$ cat src/rtl/bus_rr_pkg.sv
// bus_rr_pkg: shared FSM states, default ID constants and destination-ID extraction
package bus_rr_pkg;
  typedef enum logic [1:0] {IDLE, POP, ROUTE, PUSH} state_e;
  localparam int ID_W = 8;
  localparam logic [7:0] BCST = 8'hFF;
  localparam int MAX_PKT = 1024;
  localparam int MAX_ID = 32;
  // Caller zero-extends the packet to MAX_PKT and truncates the result to its own ID width
  function automatic logic [MAX_ID-1:0] get_id(input logic [MAX_PKT-1:0] pkt, input int w, input int iw);
    return MAX_ID'(pkt >> (w - iw));
  endfunction
endpackage

$ cat src/rtl/bus_rr_router_arbiter.sv
// rr_arbiter: combinational round-robin pick of the first request strictly after ptr, wrapping
module rr_arbiter import bus_rr_pkg::*; #(
  parameter int n = 8
)(
  input  logic [n-1:0]         req,
  input  logic [$clog2(n)-1:0] ptr,
  output logic [$clog2(n)-1:0] gnt_idx,
  output logic                 gnt_vld
);
  localparam int W = $clog2(n);
  // Second pass overrides the plain lowest-index pick whenever a request sits above ptr
  always_comb begin
    gnt_idx = '0;
    gnt_vld = |req;
    for (int i = n - 1; i >= 0; i--) if (req[i]) gnt_idx = W'(i);
    for (int i = n - 1; i >= 0; i--) if (req[i] && i > int'(ptr)) gnt_idx = W'(i);
  end
endmodule

$ cat src/rtl/bus_rr_router.sv
// bus_rr_router: round-robin pop/route/push between FIFO bus drivers; BUS_RR_SELF_FILTER_EN drops the source from broadcasts
module bus_rr_router import bus_rr_pkg::*; #(
  parameter int pckg_sz = 16,
  parameter int drvs = 8,
  parameter int id_w = ID_W,
  parameter logic [id_w-1:0] bcst = id_w'(BCST)
)(
  input  logic                             clk,
  input  logic                             reset,
  input  logic [drvs-1:0]                  pndng,
  input  logic [drvs-1:0][pckg_sz-1:0]     D_pop,
  input  logic [drvs-1:0]                  full,
  output logic [drvs-1:0]                  pop,
  output logic [drvs-1:0]                  push,
  output logic [drvs-1:0][pckg_sz-1:0]     D_push,
  output logic                             busy,
  output logic [$clog2(drvs)-1:0]          grant_id,
  output logic                             err_drop
);
  localparam int W = $clog2(drvs);
  state_e state, nxt;
  logic [W-1:0] ptr, gnt_idx;
  logic gnt_vld, valid, blocked;
  logic [pckg_sz-1:0] pkt;
  logic [id_w-1:0] dst;
  logic [drvs-1:0] src, mask;
  rr_arbiter #(.n(drvs)) u_arb (.req(pndng), .ptr(ptr), .gnt_idx(gnt_idx), .gnt_vld(gnt_vld));
  assign src = drvs'(1) << grant_id;
  assign dst = id_w'(get_id(MAX_PKT'(pkt), pckg_sz, id_w));
  assign valid = dst == bcst || 32'(dst) < drvs;
`ifdef BUS_RR_SELF_FILTER_EN
  assign mask = dst == bcst ? ~src : drvs'(1) << dst;
  assign blocked = |(mask & full & ~src);
`else
  assign mask = dst == bcst ? '1 : drvs'(1) << dst;
  assign blocked = |(mask & full);
`endif
  assign busy = state != IDLE;
  always_comb begin
    nxt = state;
    pop = '0;
    push = '0;
    err_drop = 1'b0;
    case (state)
      IDLE: nxt = gnt_vld ? POP : IDLE;
      POP: begin
        pop = src;
        nxt = ROUTE;
      end
      ROUTE: begin
        err_drop = !valid;
        nxt = !valid ? IDLE : blocked ? ROUTE : PUSH;
      end
      PUSH: begin
        push = mask;
        nxt = gnt_vld ? POP : IDLE;
      end
      default: nxt = IDLE;
    endcase
  end
  always_ff @(posedge clk or negedge reset)
    if (!reset) begin
      state <= IDLE;
      ptr <= W'(drvs - 1);
      grant_id <= '0;
      pkt <= '0;
      D_push <= '0;
    end else begin
      state <= nxt;
      if ((state == IDLE || state == PUSH) && nxt == POP) grant_id <= gnt_idx;
      if (state == POP) begin
        pkt <= D_pop[grant_id];
        ptr <= grant_id;
      end
      if (state == ROUTE && nxt == PUSH) D_push <= {drvs{pkt}};
    end
endmodule
$ cat config.mk
export PLATFORM = sky130hd
export DESIGN_NAME = bus_rr_router
export DESIGN_NICKNAME = d
export VERILOG_FILES = /design/src/rtl/bus_rr_pkg.sv /design/src/rtl/bus_rr_router_arbiter.sv /design/src/rtl/bus_rr_router.sv
export SDC_FILE = /design/constraint.sdc
export NUM_CORES = 1
export LEC_CHECK = 0
export ABC_AREA = 1
export ABC_CLOCK_PERIOD_IN_PS = 1900
export CORE_MARGIN = 8
export CORE_UTILIZATION = 31
export DETAILED_ROUTE_END_ITERATION = 12
export HOLD_SLACK_MARGIN = 0.03
export PLACE_DENSITY = 0.79
export SYNTH_ARGS = -nofsm -noshare
export SYNTH_HDL_FRONTEND = slang
export SYNTH_SLANG_ARGS = --single-unit
$ cat constraint.sdc
create_clock -name clk -period 1.9 [get_ports clk]
set_input_delay 0.475 -clock clk [delete_from_list [all_inputs] [get_ports clk]]
set_output_delay 0.475 -clock clk [all_outputs]
set_load 0.05 [all_outputs]
==> results of run 1 <==
==> repair_timing <==
action / in CTS / in global routing
resized for setup: 47 / 42
pin swaps: 6 / 10
setup endpoints to repair: 35 / 41
setup buffers: 18 / 6
cloned: 3 / 0
==> area by class of cell <==
class                      instances  share of cell area [%]
clock buffer                       7                    1.70
timing repair buffer             361                    55.0
multi-input combinational        302                    25.9
sequential                        40                    12.9
inverter                          44                    2.18
tap                              147                    2.35
clock inverter                     1                  0.0640
==> metrics by stage <==
stage	hold WS (ns)	util, %	TNS, ns	instance area [µm²]
floorplan	0.179	-	-0.522	3910
detailed placement	0.440	60.4	-4.20	7190
global route	0.163	65.7	-7.10	7820
global placement	0.438	60.4	-3.30	7190
CTS	0.148	64.9	-2.64	7730
finish	0.138	65.7	-3.69	7820
==> power by group through the flow <==
stage	Combinational, W	Clock (W)	Sequential, W
after floorplan	0.00751	0	0.00231
after global placement	0.0122	0	0.00167
after detailed placement	0.0124	0	0.00170
after CTS	0.0129	0.000808	0.00170
after global routing	0.0137	0.000858	0.00180
final	0.0132	0.000797	0.00174
==> final timing paths <==
kind	slack, ns	from	to	cells after the start
hold reg to reg	0.49	D_push[125]	D_push[125]	2
setup reg to reg	-0.15	pkt[15]	D_push[112]	13
max in group asynchronous	1.22	reset	D_push[116]	2
setup / recovery	-0.22	pkt[15]	push[5]	6
min in group clk	0.49	D_push[125]	D_push[125]	2
hold / removal	0.14	reset	state[0]	1
==> routing by layer <==
metal | vias up | share of wire [%] | track usage (%)
li1 | 2093 | - | -
met5 | - | 0 | 0
met1 | 1991 | 38 | 21.3
met4 | 0 | 1.6 | 4.74
met3 | 16 | 9.0 | 6.12
met2 | 240 | 51 | 35.7
==> kinds of logic (layout without fill, tap and decap cells) <==
family	count (synthesis)	after routing	synth area share, %
fa+ha+maj	4	4	1.34
flops	40	40	26.8
simple gates	195	195	22.2
compound gates	103	103	19.7
buf+inv	177	413	29.9
==> state kept, by name, summed over array words and instances (netlist names) <==
register  count
state         2
D_push       16
pkt          16
ptr           3
grant_id      3
==> cell usage in the layout, fill, tap and decap left out, types with 3 or more instances in the layout <==
cell type          n
a221o_1           16
clkdlybuf4s50_1  144
nor2_1             4
buf_4            107
nand3_1            5
nand2_1          116
a21oi_4            8
ha_1               3
nand3_2            6
nor2_4            14
o21ai_2           13
nand4_1           16
clkbuf_16          5
dfstp_2            3
a22oi_1           32
nand2_2           15
inv_2              5
o21ai_0            5
nand2_4            6
buf_12            92
a21oi_1           17
nor2_2             5
inv_1             37
nand3_4            5
o21ai_1            5
buf_6             16
dfrtp_1           35
==> impl_metrics.env, run 1 <==
export IMPL_status="complete, but fails checks"
export IMPL_violations="setup timing"
export IMPL_overflow=0
export IMPL_layout_area_seq_mm2=0.00101
export IMPL_grt_pass1_wl_mm=25.4
export IMPL_ant_nets=0
export IMPL_gp_congestion=0.929
export IMPL_power_frac_seq_pct=11.1
export IMPL_synth_edf_count=0
export IMPL_path_buf_inv=1
export IMPL_syn_num_nets=669
export IMPL_critical_path_class="reg -> out"
export IMPL_switching_share_pct=55.7
export IMPL_syn_area_mm2=0.00375
export IMPL_hold_viol=0
export IMPL_maxCapViolations=0
export IMPL_power_total_w=0.0157
export IMPL_cp_slowest_stage_delay_ns=0.41
export IMPL_combPwrFrac_pct=83.8
export IMPL_crit_fanout=4
export IMPL_finalSetupViolations=36
export IMPL_vias_per_cell=4.81
export IMPL_finalCritPeriodShare_pct=112
export IMPL_area_growth_pct=109
export IMPL_cts_tree="built"
export IMPL_fp_dieW_um=126
export IMPL_wirelength_mm=16.3
export IMPL_async_reset_ff_share_pct=100
export IMPL_drt_first_pass_iters=4
export IMPL_leakagePower_nw=3.46
export IMPL_yosysTopAreaCellShare_pct=24.7
export IMPL_dp_cells=871
export IMPL_cts_hold_fix_buffers=0
export IMPL_drv_slew=0
export IMPL_synth_area_per_cell_um2=7.22
export IMPL_switchingPower_w=0.00874
export IMPL_clockPowerShare_pct=5.1
export IMPL_yosys_warnings=0
export IMPL_instances_no_fill=902
export IMPL_syn_inst=519
export IMPL_clock_sinks=40
export IMPL_clk_pin_slew_ns=0.06
export IMPL_antenna_found_initial=0
export IMPL_cp_top_family="simple AND/OR/NAND/NOR gates"
export IMPL_power_density_mw_per_mm2=2010
export IMPL_yosysMostFrequentCell="nand2_1"
export IMPL_tightest_slew_ns=0.434
export IMPL_clock_root_buffer="clkbuf_16"
export IMPL_routedWlPerCell_um=18.1
export IMPL_crit_path_top_delay_cell="dfrtp_1"
export IMPL_diodes=0
export IMPL_skew_ns=0.00464
export IMPL_grt_setup_unrepaired="yes"
export IMPL_crit_chain="nor2_2 > nand2_4 > nor2_4 > nand3_2 > a21oi_4 > buf_12"
export IMPL_floorplan_initialDensity_pct=31.5
export IMPL_clock_tree_buffer_depth=2
export IMPL_cts_made_buffers=5
export IMPL_ys_seq_area_share_pct=26.8
export IMPL_setup_ws_ns=-0.219
export IMPL_io_pins=295
export IMPL_min_period_ns=2.12
export IMPL_yosys_area_top_type="dfrtp_1"
export IMPL_worst_setup_path_start_kind="flop"
export IMPL_dp_hpwl_mm=13.3
export IMPL_fillers=917
export IMPL_final_layout_size_suffix_gt1_share_pct=41.5
export IMPL_peakVddDrop_mv=0.769
export IMPL_cp_required_ns=1.42
export IMPL_power_internal_w=0.00695
export IMPL_max_freq_mhz=472
export IMPL_multiInputGateArea_mm2=0.00202
export IMPL_die_height_um=126
export IMPL_core_area_mm2=0.0119
export IMPL_port_buffers=294
export IMPL_synth_flop_cell="dfrtp_1"
export IMPL_worstPathArrival_ns=1.64
export IMPL_end_kind="output port"
export IMPL_grt_max_degree=32
export IMPL_rows=40
export IMPL_grt_pass1_vias=4766
export IMPL_pre_cts_slack_ns=-0.250
export IMPL_drc=0
export IMPL_yosys_top_cells_count="134 x nand2_1, 112 x buf_4, 43 x inv_1, 37 x dfrtp_1, 32 x a22oi_1"
export IMPL_nets=904
export IMPL_vias=4340
export IMPL_cts_max_level=2
export IMPL_drtIter0Drc=170
export IMPL_synth_top_cells_by_area="dfrtp_1 25%, buf_4 22%, nand2_1 13%"
export IMPL_die_area_mm2=0.0159
export IMPL_hold_path_class="in -> async"
export IMPL_yosysUniqueCellTypes=31
export IMPL_track_usage_pct=19.5
export IMPL_relSlewSlack_pct=71.0
export IMPL_synth_seq_cells=40
export IMPL_insertion_delay_ns=0.27
Note: power is estimated with default switching activity, not from simulation.
==> inputs of run 2 (changes only) <==
- CELL_PAD_IN_SITES_DETAIL_PLACEMENT: not set -> 1
- CELL_PAD_IN_SITES_GLOBAL_PLACEMENT: not set -> 1
- CORE_UTILIZATION: 31 -> 20
- PLACE_DENSITY: 0.79 -> not set
- PLACE_DENSITY_LB_ADDON: not set -> 0.1
==> impl_metrics.env, run 2 (synthesis results as in run 1) <==
export IMPL_status="complete, but fails checks"
export IMPL_violations="setup timing"
export IMPL_max_freq_mhz=468
export IMPL_cp_required_ns=1.42
export IMPL_cts_tree="built"
export IMPL_drt_first_pass_iters=4
export IMPL_cts_made_buffers=5
export IMPL_maxCapViolations=0
export IMPL_crit_end="push[6]"
export IMPL_pre_cts_slack_ns=-0.296
export IMPL_track_usage_pct=14.3
export IMPL_peakVddDrop_mv=0.501
export IMPL_fin_tns_setup_ns=-3.33
export IMPL_fp_dieW_um=153
export IMPL_cts_max_level=2
export IMPL_clk_pin_slew_ns=0.06
export IMPL_nets=914
export IMPL_clock_root_buffer="clkbuf_16"
export IMPL_finalCritPeriodShare_pct=112
export IMPL_ant_nets=0
export IMPL_port_buffers=294
export IMPL_finalSetupViolations=29
export IMPL_vias_per_cell=4.30
export IMPL_gp_congestion=0.785
export IMPL_fillers=2104
export IMPL_clock_tree_buffer_depth=2
export IMPL_power_density_mw_per_mm2=1980
export IMPL_startpoint="pkt[15]"
export IMPL_final_util_pct=43.7
export IMPL_grt_max_degree=33
export IMPL_wirelength_mm=17.6
export IMPL_area_growth_pct=117
export IMPL_hold_viol=0
export IMPL_final_layout_size_suffix_gt1_share_pct=39.7
export IMPL_skew_ns=0.00895
export IMPL_insertion_delay_ns=0.28
export IMPL_grt_setup_unrepaired="yes"
export IMPL_die_height_um=153
export IMPL_grt_pass1_vias=4776
export IMPL_die_area_mm2=0.0234
export IMPL_drtIter0Drc=118
export IMPL_floorplan_initialDensity_pct=20.2
export IMPL_leakagePower_nw=3.55
export IMPL_final_common_cell="clkdlybuf4s50_1"
export IMPL_tightest_slew_ns=0.637
export IMPL_r2r_setup_slack_ns=-0.15
export IMPL_worst_setup_path_start_kind="flop"
export IMPL_final_cell_mix="144 x clkdlybuf4s50_1, 130 x nand2_1, 109 x buf_12"
export IMPL_worstReg2RegStart="pkt[12]"
export IMPL_grt_pass1_wl_mm=27.2
export IMPL_antenna_found_initial=0
export IMPL_io_pins=295
export IMPL_crit_fanout=4
export IMPL_reg_largest_list="D_push x16, pkt x16"
export IMPL_relSlewSlack_pct=57.5
export IMPL_drv_slew=0
export IMPL_end_kind="output port"
export IMPL_core_area_mm2=0.0186
export IMPL_rr_endpoint="D_push[113]"
export IMPL_power_total_w=0.0161
export IMPL_critical_path_class="reg -> out"
export IMPL_setup_ws_ns=-0.237
export IMPL_overflow=0
export IMPL_clock_sinks=40
export IMPL_min_period_ns=2.14
export IMPL_rows=50
export IMPL_hold_path_class="in -> async"
export IMPL_ff2ff_path_depth=15
export IMPL_routedWlPerCell_um=17.6
export IMPL_drc=0
export IMPL_worstPathArrival_ns=1.66
export IMPL_vias=4297
export IMPL_diodes=0
export IMPL_dp_hpwl_mm=15.2
## run 2: layer usage
metal  part of all wire (%)  GRT usage (%)  wire [µm]  vias up
met2                     50           26.0       8850      182
met5                      0              0          0        -
met4                   0.47           1.79         83        0
li1                       -              -          -     2104
met3                    8.9           5.47       1580        7
met1                     40           16.0       7110     2004
## run 2: metrics by stage
| step | hold WS, ns | std cells | instance area, µm² |
|---|---|---|---|
| 3_5_place_dp | 0.481 | 967 | 7580 |
| 3_3_place_gp | 0.479 | 967 | 7580 |
| 4_1_cts | 0.252 | 998 | 8090 |
| 2_1_floorplan | 0.179 | 519 | 3910 |
| 6_report | 0.211 | 999 | 8120 |
| 5_1_grt | 0.262 | 999 | 8120 |
## run 2: how the worst min path moves through the flow
stage	startpoint	to	slack, ns	cells after the start
floorplan	reset	D_push[112]	0.18	0
global placement	D_push[114]	D_push[114]	0.48	2
detailed placement	D_push[118]	D_push[118]	0.48	2
CTS	reset	grant_id[2]	0.25	1
global route	reset	grant_id[2]	0.26	1
finish	reset	grant_id[1]	0.21	1
## run 2: area by class of cell
| class | count | area, µm² | share of cell area (%) |
|---|---|---|---|
| Clock buffer | 5 | 125 | 1.54 |
| Timing Repair Buffer | 371 | 4580 | 56.4 |
| Tap cell | 234 | 293 | 3.61 |
| Sequential cell | 40 | 1010 | 12.4 |
| Multi-Input combinational cell | 302 | 1890 | 23.3 |
| Inverter | 44 | 174 | 2.14 |
| Clock inverter | 3 | 46.3 | 0.570 |
## run 2: report_power, final
part / total [W] / switching [W] / internal [W]
logic: 0.0134 / 0.00794 / 0.00546
registers: 0.00169 / 0.000422 / 0.00127
clock network: 0.000970 / 0.000346 / 0.000624
## run 2: repair_timing
item | in CTS | in global routing
setup buffers | 21 | 2
endpoints found under the setup margin | 36 | 40
resized for setup | 39 | 10
hold buffers | 0 | 0
cloned | 2 | 0
pin swaps | 16 | 8
## run 2: critical path, cell delays in order (launching register included)
cell and delay (ns):
dfrtp_1 0.41, nor2_2 0.17, nand2_4 0.10, nor2_4 0.17, nand3_1 0.17, a21oi_4 0.22, buf_12 0.15
